## src/rtl/csr_uart_tx_pkg.sv

```systemverilog
// Shared definitions for the CSR-mapped UART transmitter: CSR address,
// modify-code encodings, serializer state encoding and status word layout.
package csr_uart_tx_pkg;

  localparam logic [11:0] CSR_UART_ADDR = 12'hBC0;

  // CSR modify codes; 4..7 are reserved and ignored by this unit.
  typedef enum logic [2:0] {
    MOD_NONE  = 3'd0,
    MOD_WRITE = 3'd1,
    MOD_SET   = 3'd2,
    MOD_CLEAR = 3'd3
  } csr_modify_e;

  typedef enum logic [1:0] {
    ST_IDLE  = 2'd0,
    ST_START = 2'd1,
    ST_DATA  = 2'd2,
    ST_STOP  = 2'd3
  } uart_state_e;

  // Read-back word: {21'b0, overflow, busy, full, 8'b0}
  typedef struct packed {
    logic [20:0] rsvd;
    logic        overflow;
    logic        busy;
    logic        full;
    logic [7:0]  data;
  } uart_status_t;

endpackage

```

## src/rtl/csr_uart_tx_if.sv

```systemverilog
// CSR access bus seen by the UART transmitter. The master drives the
// strobe/address/modify/data; the unit answers with a claim and read data.
interface csr_uart_tx_if;
  logic        read;
  logic [2:0]  modify;
  logic [31:0] wdata;
  logic [11:0] addr;
  logic [31:0] rdata;
  logic        valid;

  modport master (output read, modify, wdata, addr, input rdata, valid);
  modport slave  (input read, modify, wdata, addr, output rdata, valid);
endinterface

```

## src/rtl/sync_fifo.sv

```systemverilog
// Small synchronous FIFO with first-word fall-through read data. A push
// against a full FIFO is still taken when a pop frees a slot in that cycle.
module sync_fifo #(
  parameter  int DEPTH = 4,
  parameter  int W     = 8,
  localparam int PW    = $clog2(DEPTH),
  localparam int CW    = PW + 1
) (
  input  logic          clk,
  input  logic          rst,
  input  logic          push,
  input  logic          pop,
  input  logic [W-1:0]  din,
  output logic [W-1:0]  dout,
  output logic          empty,
  output logic          full,
  output logic [CW-1:0] count
);

  logic [W-1:0]  r_mem [DEPTH];
  logic [PW-1:0] r_wr;
  logic [PW-1:0] r_rd;
  logic [CW-1:0] r_count;
  logic          w_push_ok;
  logic          w_pop_ok;

  assign empty     = (r_count == '0);
  assign full      = (r_count == CW'(DEPTH));
  assign count     = r_count;
  assign dout      = r_mem[r_rd];
  assign w_pop_ok  = pop && !empty;
  assign w_push_ok = push && (!full || w_pop_ok);

  // Storage write; contents need no reset since the pointers define validity.
  always_ff @(posedge clk) begin
    if (w_push_ok) r_mem[r_wr] <= din;
  end

  // Pointers wrap naturally (power-of-two depth); count tracks occupancy.
  always_ff @(posedge clk) begin
    if (rst) begin
      r_wr    <= '0;
      r_rd    <= '0;
      r_count <= '0;
    end else begin
      if (w_push_ok) r_wr <= r_wr + PW'(1);
      if (w_pop_ok)  r_rd <= r_rd + PW'(1);
      case ({w_push_ok, w_pop_ok})
        2'b10:   r_count <= r_count + CW'(1);
        2'b01:   r_count <= r_count - CW'(1);
        default: r_count <= r_count;
      endcase
    end
  end

endmodule

```

## src/rtl/csr_uart_tx.sv

```systemverilog
// CSR-mapped UART transmitter: CSR writes queue bytes in a small FIFO, a
// serializer sends 8N1 frames back-to-back, and a status read reports
// overflow/busy/full.
module csr_uart_tx
  import csr_uart_tx_pkg::*;
#(
  parameter logic [11:0] BASE_ADDR = CSR_UART_ADDR,
  parameter int          DIVISOR   = 868,
  parameter int          DEPTH     = 4
) (
  input  logic          clk,
  input  logic          rst,
  csr_uart_tx_if.slave  bus,
  output logic          tx
);

  localparam int                CW     = $clog2(DIVISOR);
  localparam logic [CW-1:0]     RELOAD = CW'(DIVISOR - 1);
  localparam int                FCW    = $clog2(DEPTH) + 1;

  // CSR front end
  logic [11:0]  r_q_addr;
  logic         r_read;
  logic         r_ovf;
  logic         w_sel;
  logic         w_push;
  logic         w_ovf_set;
  uart_status_t w_status;

  // FIFO
  logic           w_pop;
  logic [7:0]     w_dout;
  logic           w_empty;
  logic           w_full;
  logic [FCW-1:0] w_count;

  // Serializer
  uart_state_e r_state, w_state_nxt;
  logic [CW-1:0] r_cnt, w_cnt_nxt;
  logic [2:0]    r_bit, w_bit_nxt;
  logic [7:0]    r_shift, w_shift_nxt;
  logic          r_tx, w_tx_nxt;

  logic w_unused;
  assign w_unused = ^{bus.wdata[31:8], w_full};

  assign w_sel     = (r_q_addr == BASE_ADDR);
  assign w_push    = w_sel && (bus.modify == MOD_WRITE);
  assign w_ovf_set = w_push && (w_count == FCW'(DEPTH)) && !w_pop;
  assign bus.valid = r_read && w_sel && !rst;
  assign tx        = r_tx;

  // Status word assembly; only driven onto the OR-bus when claimed.
  always_comb begin
    w_status          = '0;
    w_status.overflow = r_ovf;
    w_status.busy     = !w_empty || (r_state != ST_IDLE);
    w_status.full     = (w_count == FCW'(DEPTH));
    bus.rdata         = bus.valid ? w_status : '0;
  end

  // Address/read pipeline and sticky overflow (cleared once it has been read).
  always_ff @(posedge clk) begin
    if (rst) begin
      r_q_addr <= '0;
      r_read   <= 1'b0;
      r_ovf    <= 1'b0;
    end else begin
      r_q_addr <= bus.addr;
      r_read   <= bus.read;
      r_ovf    <= (r_ovf && !bus.valid) || w_ovf_set;
    end
  end

  sync_fifo #(.DEPTH(DEPTH), .W(8)) u_fifo (
    .clk   (clk),
    .rst   (rst),
    .push  (w_push),
    .pop   (w_pop),
    .din   (bus.wdata[7:0]),
    .dout  (w_dout),
    .empty (w_empty),
    .full  (w_full),
    .count (w_count)
  );

  // Serializer state register; tx is a flop so the line never glitches.
  always_ff @(posedge clk) begin
    if (rst) begin
      r_state <= ST_IDLE;
      r_cnt   <= '0;
      r_bit   <= '0;
      r_shift <= '0;
      r_tx    <= 1'b1;
    end else begin
      r_state <= w_state_nxt;
      r_cnt   <= w_cnt_nxt;
      r_bit   <= w_bit_nxt;
      r_shift <= w_shift_nxt;
      r_tx    <= w_tx_nxt;
    end
  end

  // Next-state: each bit holds DIVISOR cycles via the down-counter; the next
  // tx level is chosen together with the transition so it lands on time.
  always_comb begin
    w_state_nxt = r_state;
    w_cnt_nxt   = r_cnt;
    w_bit_nxt   = r_bit;
    w_shift_nxt = r_shift;
    w_tx_nxt    = r_tx;
    w_pop       = 1'b0;
    case (r_state)
      ST_IDLE: begin
        w_tx_nxt = 1'b1;
        if (!w_empty) begin
          w_pop       = 1'b1;
          w_shift_nxt = w_dout;
          w_cnt_nxt   = RELOAD;
          w_tx_nxt    = 1'b0;
          w_state_nxt = ST_START;
        end
      end
      ST_START: begin
        if (r_cnt == '0) begin
          w_state_nxt = ST_DATA;
          w_cnt_nxt   = RELOAD;
          w_bit_nxt   = '0;
          w_tx_nxt    = r_shift[0];
        end else begin
          w_cnt_nxt = r_cnt - CW'(1);
        end
      end
      ST_DATA: begin
        if (r_cnt == '0) begin
          w_cnt_nxt = RELOAD;
          if (r_bit == 3'd7) begin
            w_state_nxt = ST_STOP;
            w_tx_nxt    = 1'b1;
          end else begin
            w_bit_nxt   = r_bit + 3'd1;
            w_shift_nxt = r_shift >> 1;
            w_tx_nxt    = r_shift[1];
          end
        end else begin
          w_cnt_nxt = r_cnt - CW'(1);
        end
      end
      ST_STOP: begin
        if (r_cnt == '0) begin
          if (!w_empty) begin
            // Chain straight into the next start bit: no idle gap.
            w_pop       = 1'b1;
            w_shift_nxt = w_dout;
            w_cnt_nxt   = RELOAD;
            w_tx_nxt    = 1'b0;
            w_state_nxt = ST_START;
          end else begin
            w_tx_nxt    = 1'b1;
            w_state_nxt = ST_IDLE;
          end
        end else begin
          w_cnt_nxt = r_cnt - CW'(1);
        end
      end
      default: begin
        w_state_nxt = ST_IDLE;
        w_tx_nxt    = 1'b1;
      end
    endcase
  end

endmodule

```

## src/flat_wrapper.sv

```systemverilog
// flat-port wrapper written by rule: the top's interface ports become plain ports
module csr_uart_tx_flat import csr_uart_tx_pkg::*;
#(
  parameter logic [11:0] BASE_ADDR = CSR_UART_ADDR,
  parameter int          DIVISOR   = 868,
  parameter int          DEPTH     = 4
)
  (clk, rst, tx, bus_read, bus_modify, bus_wdata, bus_addr, bus_rdata, bus_valid);
  csr_uart_tx_if bus_i ();
  input  logic clk;
  input  logic rst;
  output logic tx;
  input wire logic [$bits(bus_i.read)-1:0] bus_read;
  input wire logic [$bits(bus_i.modify)-1:0] bus_modify;
  input wire logic [$bits(bus_i.wdata)-1:0] bus_wdata;
  input wire logic [$bits(bus_i.addr)-1:0] bus_addr;
  output wire logic [$bits(bus_i.rdata)-1:0] bus_rdata;
  output wire logic [$bits(bus_i.valid)-1:0] bus_valid;
  assign bus_i.read = bus_read;
  assign bus_i.modify = bus_modify;
  assign bus_i.wdata = bus_wdata;
  assign bus_i.addr = bus_addr;
  assign bus_rdata = bus_i.rdata;
  assign bus_valid = bus_i.valid;
  csr_uart_tx #(.BASE_ADDR(BASE_ADDR), .DIVISOR(DIVISOR), .DEPTH(DEPTH)) u_core (.clk(clk), .rst(rst), .bus(bus_i), .tx(tx));
endmodule
```

## config.mk

```make
export PLATFORM = sky130hd
export DESIGN_NAME = csr_uart_tx_flat
export DESIGN_NICKNAME = d
export VERILOG_FILES = /design/src/rtl/csr_uart_tx_pkg.sv /design/src/rtl/csr_uart_tx_if.sv /design/src/rtl/sync_fifo.sv /design/src/rtl/csr_uart_tx.sv /design/src/flat_wrapper.sv
export SDC_FILE = /design/constraint.sdc
export NUM_CORES = 1
export LEC_CHECK = 0
export BUFFER_PORTS_ARGS = -buffer_cell sky130_fd_sc_hd__buf_2
export CORE_MARGIN = 2
export CORE_UTILIZATION = 49
export DETAILED_ROUTE_END_ITERATION = 6
export PLACE_DENSITY = 0.77
export SLEW_MARGIN = 30
export SYNTH_ARGS = -nofsm -noshare
export SYNTH_HDL_FRONTEND = slang
export SYNTH_HIERARCHICAL = 1
export SYNTH_SLANG_ARGS = --single-unit
```

## constraint.sdc

```tcl
create_clock -name clk -period 3 [get_ports clk]
set_input_delay 0.3 -clock clk [delete_from_list [all_inputs] [get_ports clk]]
set_output_delay 0.3 -clock clk [all_outputs]
set_load 0.05 [all_outputs]
```

==> out/results.ini <==
[detailed_routing]
firstDrtPassIters = 4
totalWireLength_um = 6791
vias = 2559
drc = 0
drtIter0Drc = 142
wl_per_cell_um = 13.97
viasPerCell = 5.265
detail-route-antenna-nets = 0

[logic_synthesis]
synth_top_area_frac = 0.2488
synth_top_cells_by_area = edfxtp_1 (25%), dfxtp_1 (24%), buf_4 (5.8%), mux4_2 (4.7%), ha_1 (4.5%)
yosysWarnings = 6
post-synth-top-area-cell = edfxtp_1
ys.flop_type = dfxtp_1
ys_seq_elements = 79
seq_area_frac_synth = 0.4924
async_reset_ff_frac = 0
synth_cells = 347
syn_area_sq_um = 3862
synth_edf_count = 32
synthDistinctLibCells = 62
syn-mean-instance-area_sq_um = 11.13

[sta]
max_slew.worst_pin.slew_ns = 0.9165
layout_min_cycle_time_ns = 2.906
fin_ws_ns = 0.09354
finalCritPeriodShare = 0.9688
slew_headroom = 0.3834
skew_ns = 0.007687
fmax_mhz = 344.1
hold_viol = 0
finalSetupViolations = 0
report.final.slew_viol_count = 0
setup_tns_ns = 0

[cts]
cts-htree-levels = 3
clk_pin_slew_ns = 0.08
post_cts_buffers = 0
post_cts_resized = 0
clock_sinks = 79
cts_made_buffers = 9
cts_tree = built
clock_latency_ns = 0.34
clk_path_buf_depth = 2
ctsHoldBuffers = 0
root_buffer = clkbuf_8

[floorplanning]
core-area_sq_um = 7687
row_count = 32
start_util = 0.5024
dieArea_sq_um = 8609
io_pins = 84
die_w_um = 92.79
dieHeight_um = 92.79

[power]
power.density_nw_per_um2 = 639.9
net-switching-power_uw = 881.7
p_clk_frac = 0.296
p_int_mw = 1.812
leakage_nw = 1.595
seq_power_share = 0.452
comb_power_share = 0.252
peakVddDrop_uv = 375.8
sw_frac_of_total = 0.3273

[critical_path]
worst-setup-path-type = reg -> reg
cpPeakStageDelay_ns = 0.42
arrival_ns = 3.19
crit_required_ns = 3.28
cp-start-kind = flip-flop
critPathCaptureType = flip-flop
slowest_stage = or3_2
path_max_fanout = 5
reg2regPathDepth = 14
cp_cell_sequence = inv_1, ha_1, nor2b_2, and4_2, o21a_2, inv_1, a21boi_2, inv_1, ha_2, inv_1, fa_1, xor2_1, or3_2, a21oi_2
critPathMostFrequentCell = inv_1

[worst_hold_path]
hold_depth = 1
min_path_type = in -> reg

[placed_design]
dp_cells = 470
dpl_cell_area_sq_um = 3988
place_hpwl_um = 4819
place_congestion = 0.7997
dp_slack_ns = 0.1036
portBuffers = 30

[global_route]
met1_usage = 0.2066
grt_pass1_vias = 2416
grt_max_degree = 44
overflow = 0
met2_usage = 0.2899
grt_first_pass_wirelength_um = 11350
track_usage = 0.1665
top_usage_layer = met2
antenna_found_initial = 0
use_met3 = 0.03499

[layout]
layout.nets = 444
final_area_sq_um = 4209
multi_input_comb_area_sq_um = 1685
final-seq-area_sq_um = 1907
fillers = 654
diodes = 0
syn_to_final_growth_pct = 8.973
final_cells = 486
layout-drive-gt1-share = 0.2240

[run_status]
outcome = finished, final reports clean

[run]
cap_violations = 0

-- per-layer routing --
metal	share of wire	routed length [um]
met4	0.0062	42
met1	0.43	2923
met5	0	0
met3	0.039	267
met2	0.52	3557
-- flip-flops by register name, indices dropped and copies added, names as in the netlist, 2 cells and up, named ones only --
| register | flops |
|---|---|
| u_core/u_fifo/r_mem | 32 |
| u_core/r_q_addr | 12 |
| u_core/r_cnt | 10 |
| u_core/r_shift | 8 |
| u_core/r_bit | 3 |
| u_core/u_fifo/count | 3 |
| u_core/r_state | 2 |
| u_core/u_fifo/r_rd | 2 |
| u_core/u_fifo/r_wr | 2 |
-- logic make-up after synthesis --
group	share of synthesized area
fa+ha+maj	0.05054
mux	0.07386
other cells	0.0009709
simple gates	0.1403
xor+xnor	0.006804
buf+inv	0.1017
compound gates	0.1335
flops	0.4924
-- through the flow --
step | util | power (mW) | hold slack, ns
5_1_grt | 0.5475 | 2.832 | 0.1544
3_5_place_dp | 0.5187 | 1.903 | 0.4593
6_report | 0.5475 | 2.693 | 0.1653
2_1_floorplan | - | 1.788 | 0.3989
4_1_cts | 0.5452 | 2.697 | 0.1477
3_3_place_gp | 0.5187 | 1.879 | 0.4529
-- layout make-up --
class	count	share of cell area
Sequential cell	79	0.4530
Timing Repair Buffer	37	0.04816
Multi-Input combinational cell	230	0.4004
Clock buffer	9	0.02943
Inverter	22	0.01962
Tap cell	102	0.03032
Clock inverter	7	0.01902
-- power by group through the flow --
| stage | Clock [mW] | Sequential, mW | Combinational, mW |
|---|---|---|---|
| 6_report | 0.798 | 1.22 | 0.679 |
| 3_3_place_gp | 0 | 1.24 | 0.644 |
| 4_1_cts | 0.817 | 1.21 | 0.667 |
| 2_1_floorplan | 0 | 1.24 | 0.550 |
| 5_1_grt | 0.865 | 1.23 | 0.740 |
| 3_5_place_dp | 0 | 1.24 | 0.664 |
-- layout by cell type, fill, tap and decap left out, types with 3 or more instances in the layout --
cell,count
a211oi_1,4
a21oi_1,20
a311oi_1,9
a31oi_1,5
and2_2,4
buf_2,30
buf_4,7
clkbuf_8,9
conb_1,29
dfxtp_1,45
edfxtp_1,32
ha_1,13
inv_1,22
mux2i_1,9
mux4_2,8
nand2_1,10
nand2b_1,5
nand3_1,4
nor2_1,23
nor2b_1,15
nor3_1,4
o211a_1,3
o21ai_0,13
xor2_1,3
-- worst paths after layout --
path	startpoint	endpoint	slack [ns]
max reg2reg	u_core/r_cnt[0]	u_core/u_fifo/count[2]	0.09
max	u_core/r_cnt[0]	u_core/u_fifo/count[2]	0.09
min reg2reg	u_core/r_cnt[0]	u_core/r_cnt[0]	0.46
min	bus_wdata[4]	u_core/u_fifo/r_mem[2][4]	0.17
-- critical path: cells and delay by family (launching register included) --
kind / cells / cell delay (ns)
AND/OR/NAND/NOR: 3 / 0.83
adder cells (fa/ha/maj): 3 / 0.80
AO/OA/AOI/OAI: 3 / 0.42
flip-flops: 1 / 0.37
buffers and inverters: 4 / 0.26
XOR/XNOR: 1 / 0.15
-- cell usage after synthesis, types with 5 or more instances --
cell type   n
dfxtp_1    47
edfxtp_1   32
buf_4      30
nor2_1     24
inv_1      22
a21oi_1    21
nor2b_1    16
ha_1       14
o21ai_0    13
nand2_1    10
a311oi_1    9
mux2i_1     9
clkbuf_1    8
mux4_2      8
a31oi_1     5
nand2b_1    5
(Power assumes the default switching activity.)
